<file path="src/rtl/vga_pong_pixel_source.sv">
// ============================================================================
// Module      : vga_pong_pixel_source
// Description : 640x480@60 VGA timing plus Pong scene renderer (ball,
//               paddles, dashed net) with per-frame position latching.
// Revision    : 1.0 - initial release
// ============================================================================
`default_nettype none

module vga_pong_pixel_source #(
    parameter int PADDLE_W   = 8,
    parameter int PADDLE_H   = 64,
    parameter int PADDLE_L_X = 16,
    parameter int PADDLE_R_X = 616,
    parameter int BALL_SIZE  = 8,
    parameter int NET_X      = 319
) (
    input  logic       clk,
    input  logic       rst,
    input  logic [9:0] paddle_l_y,
    input  logic [9:0] paddle_r_y,
    input  logic [9:0] ball_x,
    input  logic [9:0] ball_y,
    output logic       hsync,
    output logic       vsync,
    output logic       bright,
    output logic       pixel,
    output logic [2:0] colors,
    output logic [9:0] hcount,
    output logic [9:0] vcount,
    output logic       pix_tick,
    output logic       frame_start
);

    localparam logic [9:0]  c_h_last     = 10'd799;
    localparam logic [9:0]  c_v_last     = 10'd524;
    localparam logic [9:0]  c_h_visible  = 10'd640;
    localparam logic [9:0]  c_v_visible  = 10'd480;
    localparam logic [9:0]  c_hs_start   = 10'd656;
    localparam logic [9:0]  c_hs_end     = 10'd751;
    localparam logic [9:0]  c_vs_start   = 10'd490;
    localparam logic [9:0]  c_vs_end     = 10'd491;
    localparam logic [9:0]  c_latch_line = 10'd480;

    localparam logic [9:0]  c_pad_y_max  = 10'(480 - PADDLE_H);
    localparam logic [9:0]  c_ball_x_max = 10'(640 - BALL_SIZE);
    localparam logic [9:0]  c_ball_y_max = 10'(480 - BALL_SIZE);
    localparam logic [9:0]  c_pad_y_rst  = 10'((480 - PADDLE_H) / 2);
    localparam logic [9:0]  c_ball_x_rst = 10'((640 - BALL_SIZE) / 2);
    localparam logic [9:0]  c_ball_y_rst = 10'((480 - BALL_SIZE) / 2);

    localparam logic [10:0] c_ball_sz    = 11'(BALL_SIZE);
    localparam logic [10:0] c_pad_w      = 11'(PADDLE_W);
    localparam logic [10:0] c_pad_h      = 11'(PADDLE_H);
    localparam logic [10:0] c_pad_l_x    = 11'(PADDLE_L_X);
    localparam logic [10:0] c_pad_r_x    = 11'(PADDLE_R_X);
    localparam logic [10:0] c_net_x      = 11'(NET_X);

    logic       r_div;
    logic [9:0] r_hcount;
    logic [9:0] r_vcount;
    logic [9:0] r_pad_l_y;
    logic [9:0] r_pad_r_y;
    logic [9:0] r_ball_x;
    logic [9:0] r_ball_y;

    assign pix_tick = r_div;
    assign hcount   = r_hcount;
    assign vcount   = r_vcount;

    always_ff @(posedge clk) begin
        if (rst) begin
            r_div <= 1'b0;
        end else begin
            r_div <= ~r_div;
        end
    end

    always_ff @(posedge clk) begin
        if (rst) begin
            r_hcount    <= '0;
            r_vcount    <= '0;
            frame_start <= 1'b0;
        end else begin
            frame_start <= r_div && (r_hcount == c_h_last) && (r_vcount == c_v_last);
            if (r_div) begin
                if (r_hcount == c_h_last) begin
                    r_hcount <= '0;
                    r_vcount <= (r_vcount == c_v_last) ? 10'd0 : r_vcount + 10'd1;
                end else begin
                    r_hcount <= r_hcount + 10'd1;
                end
            end
        end
    end

    // Positions only change at the top of vertical blanking so a frame never tears.
    always_ff @(posedge clk) begin
        if (rst) begin
            r_pad_l_y <= c_pad_y_rst;
            r_pad_r_y <= c_pad_y_rst;
            r_ball_x  <= c_ball_x_rst;
            r_ball_y  <= c_ball_y_rst;
        end else if (r_div && (r_hcount == 10'd0) && (r_vcount == c_latch_line)) begin
            r_pad_l_y <= (paddle_l_y > c_pad_y_max)  ? c_pad_y_max  : paddle_l_y;
            r_pad_r_y <= (paddle_r_y > c_pad_y_max)  ? c_pad_y_max  : paddle_r_y;
            r_ball_x  <= (ball_x     > c_ball_x_max) ? c_ball_x_max : ball_x;
            r_ball_y  <= (ball_y     > c_ball_y_max) ? c_ball_y_max : ball_y;
        end
    end

    logic [10:0] w_h;
    logic [10:0] w_v;
    logic        w_visible;
    logic        w_hit_ball;
    logic        w_hit_pad_l;
    logic        w_hit_pad_r;
    logic        w_hit_net;
    logic [2:0]  w_color;

    assign w_h       = {1'b0, r_hcount};
    assign w_v       = {1'b0, r_vcount};
    assign w_visible = (r_hcount < c_h_visible) && (r_vcount < c_v_visible);

    assign w_hit_ball  = (w_h >= {1'b0, r_ball_x}) && (w_h < ({1'b0, r_ball_x} + c_ball_sz)) &&
                         (w_v >= {1'b0, r_ball_y}) && (w_v < ({1'b0, r_ball_y} + c_ball_sz));
    assign w_hit_pad_l = (w_h >= c_pad_l_x) && (w_h < (c_pad_l_x + c_pad_w)) &&
                         (w_v >= {1'b0, r_pad_l_y}) && (w_v < ({1'b0, r_pad_l_y} + c_pad_h));
    assign w_hit_pad_r = (w_h >= c_pad_r_x) && (w_h < (c_pad_r_x + c_pad_w)) &&
                         (w_v >= {1'b0, r_pad_r_y}) && (w_v < ({1'b0, r_pad_r_y} + c_pad_h));
    // Dashes of 16 lines on, 16 lines off.
    assign w_hit_net   = (w_h >= c_net_x) && (w_h <= (c_net_x + 11'd1)) && !r_vcount[4];

    always_comb begin
        w_color = 3'b000;
        if (w_visible) begin
            if (w_hit_ball) begin
                w_color = 3'b000;
            end else if (w_hit_pad_l || w_hit_pad_r) begin
                w_color = 3'b001;
            end else if (w_hit_net) begin
                w_color = 3'b010;
            end
        end
    end

    always_ff @(posedge clk) begin
        if (rst) begin
            hsync  <= 1'b1;
            vsync  <= 1'b1;
            bright <= 1'b0;
            pixel  <= 1'b0;
            colors <= 3'b000;
        end else begin
            hsync  <= !((r_hcount >= c_hs_start) && (r_hcount <= c_hs_end));
            vsync  <= !((r_vcount >= c_vs_start) && (r_vcount <= c_vs_end));
            bright <= w_visible;
            pixel  <= w_visible && (w_hit_ball || w_hit_pad_l || w_hit_pad_r || w_hit_net);
            colors <= w_color;
        end
    end

endmodule

`default_nettype wire

</file>
<file path="config.mk">
export PLATFORM = sky130hd
export DESIGN_NAME = vga_pong_pixel_source
export DESIGN_NICKNAME = d
export VERILOG_FILES = /design/src/rtl/vga_pong_pixel_source.sv
export SDC_FILE = /design/constraint.sdc
export NUM_CORES = 1
export LEC_CHECK = 0
export BUFFER_PORTS_ARGS = -buffer_cell sky130_fd_sc_hd__buf_2
export CAP_MARGIN = 15
export CORE_UTILIZATION = 58
export DETAILED_ROUTE_END_ITERATION = 12
export PLACE_DENSITY = 0.81
export SYNTH_ARGS = -nofsm -noshare
export SYNTH_HDL_FRONTEND = slang
export SYNTH_SLANG_ARGS = --single-unit
</file>
<file path="constraint.sdc">
create_clock -name clk -period 3.2 [get_ports clk]
set_input_delay 0.64 -clock clk [delete_from_list [all_inputs] [get_ports clk]]
set_output_delay 0.64 -clock clk [all_outputs]
set_load 0.005 [all_outputs]
</file>
==> results of run 1 <==
cells by family after synthesis:
logic type                 synth area share [%]
DFF                                       29.26
xor gates and xnor gates                  5.460
muxes                                    0.4304
adders and majority gates                 18.83
AOI/OAI and AO/OA                         15.71
other                                   0.08061
and+or+nand+nor                           24.34
buffers and inverters                     5.890
critical path, delay by kind of cell, from the launching register on:
family | cells | cell delay, ps
simple gates | 4 | 1390
compound gates | 2 | 700
flops | 1 | 430
cell type report:
| class | instances | area (um^2) |
|---|---|---|
| Inverter | 50 | 187.7 |
| Multi-Input combinational cell | 432 | 3017 |
| Tap cell | 102 | 127.6 |
| Timing Repair Buffer | 75 | 390.4 |
| Clock buffer | 10 | 137.6 |
| Fill cell | 611 | 2395 |
| Clock inverter | 6 | 111.4 |
| Sequential cell | 68 | 1361 |
flip-flops by register name (all words and copies together) (netlist names), 2 cells and up:
name / count
colors: 2
r_ball_x: 10
r_pad_r_y: 10
hcount: 10
r_pad_l_y: 10
r_ball_y: 10
vcount: 10
through the flow:
stage | util (%) | hold slack, ps | worst slack (ps) | std cells
5_1_grt | 69.01 | 477.6 | 404.4 | 743
2_1_floorplan | - | 429.7 | 861.6 | 568
3_3_place_gp | 65.79 | 442.6 | 746.4 | 727
4_1_cts | 69.01 | 458.9 | 611.2 | 743
6_report | 69.01 | 456.1 | 586.7 | 743
3_5_place_dp | 65.79 | 450.5 | 651.8 | 727
metal layers:
| layer | up-vias | wire [um] | track usage [%] |
|---|---|---|---|
| met5 | - | 0 | 0 |
| met4 | 0 | 223 | 10.85 |
| met3 | 22 | 575 | 4.606 |
| met2 | 121 | 5106 | 44.74 |
| met1 | 2012 | 5126 | 36.85 |
| li1 | 2148 | - | - |
report_power, final:
group,switching (W),total (W),internal (W)
combinational,0.0000452,0.0000812,0.0000360
clock,0.000340,0.000879,0.000539
sequential,0.00000594,0.000855,0.000849
cells in the mapped netlist (4+ instances only):
cell type / instances / area share (%)
a211oi_1: 7 / 1.1
a21o_1: 13 / 2.1
a21oi_1: 49 / 5.3
a221oi_1: 4 / 0.75
and3_1: 10 / 1.3
and4_1: 4 / 0.75
buf_2: 6 / 0.65
clkbuf_1: 8 / 0.65
dfxtp_1: 68 / 29
ha_1: 70 / 19
inv_1: 50 / 4.0
nand2_1: 60 / 4.8
nand2b_1: 10 / 1.3
nand3_1: 16 / 1.7
nand4_1: 19 / 2.6
nor2_1: 42 / 3.4
nor2b_1: 4 / 0.54
nor3_1: 23 / 2.5
nor4_1: 6 / 0.81
o21ai_0: 17 / 1.8
o21bai_1: 8 / 1.3
or4_1: 5 / 0.81
xnor2_1: 18 / 3.4
xor2_1: 11 / 2.1
worst max-delay path by stage:
stage | start | end | slack [ps] | depth (start not counted)
floorplan | r_ball_x[3]$_SDFFE_PP1P_ | pixel$_SDFF_PP0_ | 860 | 10
global placement | hcount[6]$_SDFFE_PP0P_ | r_pad_r_y[1]$_SDFFE_PP0P_ | 750 | 6
detailed placement | hcount[6]$_SDFFE_PP0P_ | r_pad_l_y[1]$_SDFFE_PP0P_ | 650 | 6
CTS | hcount[6]$_SDFFE_PP0P_ | r_pad_l_y[1]$_SDFFE_PP0P_ | 610 | 6
global route | hcount[6]$_SDFFE_PP0P_ | r_pad_r_y[2]$_SDFFE_PP0P_ | 400 | 6
finish | hcount[6]$_SDFFE_PP0P_ | r_pad_l_y[1]$_SDFFE_PP0P_ | 590 | 6
==> flow_summary.ini, run 1 <==
[outcome]
status = complete, no violations

[detailed_routing]
vias = 4303
drtPass1Iterations = 5
finalWirelength_mm = 11.03
ant_nets = 0
wire_per_inst_um = 14.85
viasPerCell = 5.791
drc_errors = 0
drtIter0Drc = 206

[placement]
port_buffers = 69
place_area_um2 = 5084
gp_congestion = 0.8531
dp_hpwl_mm = 8.329

[finish]
drive_gt1_share_pct = 14.98
layout_commonest_cell = ha_1
antenna_cells = 0
syn2layout_area_growth_pct = 14.63
final_cell_mix = ha_1 (70), buf_2 (69), dfxtp_1 (68), nand2_1 (60), inv_1 (50)
final_nets = 748
fin_area_um2 = 5333

[global_route]
grt_overflow = 0
antenna_found_initial = 0
grt_max_degree = 37
grt_pass1_wl_mm = 18.75
grt_pass1_vias = 4092
grt.total_usage_pct = 27.75

[logic_synthesis]
synth_edf_count = 0
synth_cells = 568
async_flop_share_pct = 0
synth.yosys.seq_area_share_pct = 29.26
ys_types = 52
synth_area_um2 = 4652
synth.ff_latch_count = 68
synthesis.nets = 680
synth-warning-count = 0
synth_flop_cell = dfxtp_1
syn_avg_cell_area_um2 = 8.190

[timing]
finalCriticalPeriod_ps = 2613
final.setup.tns_ps = 0
finalMaxSlewViolations = 0
rsz0062_at_grt = false
fin_skew_ps = 10.43
slew_headroom_pct = 60.14
finalSetupViolCount = 0
finalCritPeriodShare_pct = 81.67
worst_pin_slew_ps = 597.1
hold_viol_final = 0
max_freq_mhz = 382.7

[clock_tree]
cts_resized = 0
h-tree-depth = 3
clockBufferDepth = 2
post_cts_buffers = 0
clkLatencyLatePin_ps = 350
cts_tree = built
root_buffer = clkbuf_8
clock-sinks = 68
cts_hold_buf = 0
cts_buffers = 9
clkTransAtPathRegs_ps = 80

[setup_path]
r2r_slack_ps = 590
reg2reg_to = r_pad_l_y[1]$_SDFFE_PP0P_
cpPeakStageDelay_ps = 580
critPathKind = reg2reg
crit_chain = or4_1 -> and4bb_1 -> nand3_4 -> a311oi_4 -> nand2_1 -> a21oi_1
worstRegToRegCells = 6
crit_path_start_kind = flop
crit_slowest_cell = or4_1
crit_required_ps = 3470
cp.arrival_ps = 2880
cp_max_fo = 36
reg2reg_from = hcount[6]$_SDFFE_PP0P_
worstSetupEndpointType = flop

[die]
die_h_um = 91.56
core_area_um2 = 7727
start_util_pct = 60.20
ioPinCount = 71
fp-row-count = 32
die_area_um2 = 8382
die_width_um = 91.56

[power]
ir_drop_v = 0.0002488
power-per-cell-area_nw_per_um2 = 340.5
p_leak_nw = 2.505
finalPower_w = 0.001815

[worst_hold_path]
holdPathStages = 2
hold_end = r_pad_r_y[3]$_SDFFE_PP0P_
min_path_type = reg2reg
hp-start = r_pad_r_y[3]$_SDFFE_PP0P_

[job]
drv_cap = 0
Power figures use the tool's default switching activity.
==> run 2, diff against run 1 <==
==> constraint.sdc (replaced) <==
create_clock -name clk -period 2.74 [get_ports clk]
set_input_delay 0.548 -clock clk [delete_from_list [all_inputs] [get_ports clk]]
set_output_delay 0.548 -clock clk [all_outputs]
set_load 0.005 [all_outputs]
==> flow_summary.ini, run 2 (synthesized netlist as in run 1, its figures left out) <==
[power]
ir_drop_v = 0.0003001
power-per-cell-area_nw_per_um2 = 373.9
p_leak_nw = 2.527

[global_route]
grt_overflow = 0
grt.total_usage_pct = 28.68
antenna_found_initial = 0
use_met1_pct = 34.85
use_met2_pct = 49.44
grt_pass1_wl_mm = 19.19
use_met3_pct = 4.858
top_usage_layer = met2
grt_pass1_vias = 4273
grt_max_degree = 28

[detailed_routing]
viasPerCell = 5.891
finalWirelength_mm = 11.81
drtPass1Iterations = 8
drtIter0Drc = 219
vias = 4412
drc_errors = 0
ant_nets = 0
wire_per_inst_um = 15.76

[finish]
n_fill_cell = 647
layout.area.seq_um2 = 1363
final_cell_mix = ha_1 (70), buf_2 (69), dfxtp_1 (67), nand2_1 (60), inv_1 (50)
layout_commonest_cell = ha_1
multi_input_area_um2 = 3017
final_nets = 756
antenna_cells = 0
drive_gt1_share_pct = 15.61
syn2layout_area_growth_pct = 15.01

[clock_tree]
clkTransAtPathRegs_ps = 70
clockBufferDepth = 2
clkLatencyLatePin_ps = 340
clock-sinks = 68
cts_tree = built
cts_buffers = 9
root_buffer = clkbuf_8
h-tree-depth = 3

[timing]
finalCritPeriodShare_pct = 91.66
rsz0062_at_grt = false
fin_skew_ps = 5.120
final.setup.tns_ps = 0
finalSetupViolCount = 0
finalMaxSlewViolations = 0
slew_headroom_pct = 63.54
worst_pin_slew_ps = 546.1
fin_ws_ps = 228.4
hold_viol_final = 0
max_freq_mhz = 398.2
finalCriticalPeriod_ps = 2512

[job]
drv_cap = 0

[setup_path]
path_buf_inv = 0
crit_family = simple AND/OR/NAND/NOR gates
crit_required_ps = 3010
crit_path_start_kind = flop
cp.arrival_ps = 2790
cpPeakStageDelay_ps = 510
cp_max_fo = 5
worstSetupEndpointType = flop
critPathKind = reg2reg
crit_top_cell = ha_1
crit_slowest_cell = or4_1
crit_chain = ha_1 -> and3_1 -> nand3_1 -> xnor2_1 -> ha_1 -> nor2b_1 -> o21ai_0 -> o221ai_1 -> or4_1 -> a31oi_1

[placement]
gp_congestion = 0.8655
place_ws_ps = 188.9
port_buffers = 69
dp_hpwl_mm = 8.831

[die]
start_util_pct = 60.20
die_h_um = 91.56
fp-row-count = 32
die_width_um = 91.56
core_area_um2 = 7727
die_area_um2 = 8382
ioPinCount = 71

[worst_hold_path]
min_path_type = in2reg

[outcome]
status = complete, no violations
==> run 2: cell types whose count changed in the layout (fill, tap and decap cells not counted), sizes merged <==
cell and delta:
clkinv -2, clkinvlp -1, clkbuf +2, bufinv -1, buf +8
==> run 2: power breakdown <==
group          internal (W)  switching (W)
combinational     0.0000423      0.0000544
clock              0.000529       0.000375
sequential         0.000992     0.00000749
total               0.00156       0.000437
==> run 2: path summary, 6_finish.rpt <==
| kind | slack (ps) | startpoint | depth (start not counted) | endpoint |
|---|---|---|---|---|
| setup / recovery | 230 | r_ball_x[4]$_SDFFE_PP1P_ | 10 | pixel$_SDFF_PP0_ |
| hold / removal | 410 | paddle_l_y[4] | 3 | r_pad_l_y[4]$_SDFFE_PP1P_ |
| setup reg to reg | 230 | r_ball_x[4]$_SDFFE_PP1P_ | 10 | pixel$_SDFF_PP0_ |
| hold reg to reg | 460 | r_ball_y[1]$_SDFFE_PP0P_ | 2 | r_ball_y[1]$_SDFFE_PP0P_ |
==> run 2: worst reg2reg max path: cells and delay by family, from the launching register on <==
kind | cells | cell delay, ps
AO/OA/AOI/OAI | 3 | 450
XOR/XNOR | 1 | 150
adder cells (fa/ha/maj) | 2 | 510
flip-flops | 1 | 390
AND/OR/NAND/NOR | 4 | 950
==> run 2: stage by stage <==
step,cell area (um^2),hold slack [ps],instances,util [%],power [W]
floorplan,4652,429.7,568,-,0.001064
global placement,5144,439.5,735,66.56,0.001114
detailed placement,5144,445.7,735,66.56,0.001119
CTS,5349,401.3,749,69.22,0.001999
global route,5350,404.8,749,69.24,0.002057
finish,5350,405.1,749,69.24,0.002000
==> run 2: repair_timing <==
action,in CTS,in global routing
setup buffers,0,0
hold buffers,0,0
endpoints found under the setup margin,0,1
gates resized for setup,0,1
==> run 2: routing by layer <==
| layer | part of all wire, % | wire length, um | vias to the layer above |
|---|---|---|---|
| li1 | - | - | 2167 |
| met1 | 43 | 5109 | 2047 |
| met2 | 48 | 5673 | 161 |
| met3 | 5.7 | 677 | 37 |
| met4 | 2.9 | 345 | 0 |
| met5 | 0 | 0 | - |
==> run 2: final cells by class <==
| type | count | share of cell area (%) |
|---|---|---|
| timing repair buffer | 83 | 8.419 |
| sequential | 68 | 25.47 |
| clock buffer | 12 | 2.713 |
| inverter | 50 | 3.508 |
| clock inverter | 2 | 1.123 |
| multi-input combinational | 432 | 56.38 |
| tap | 102 | 2.385 |
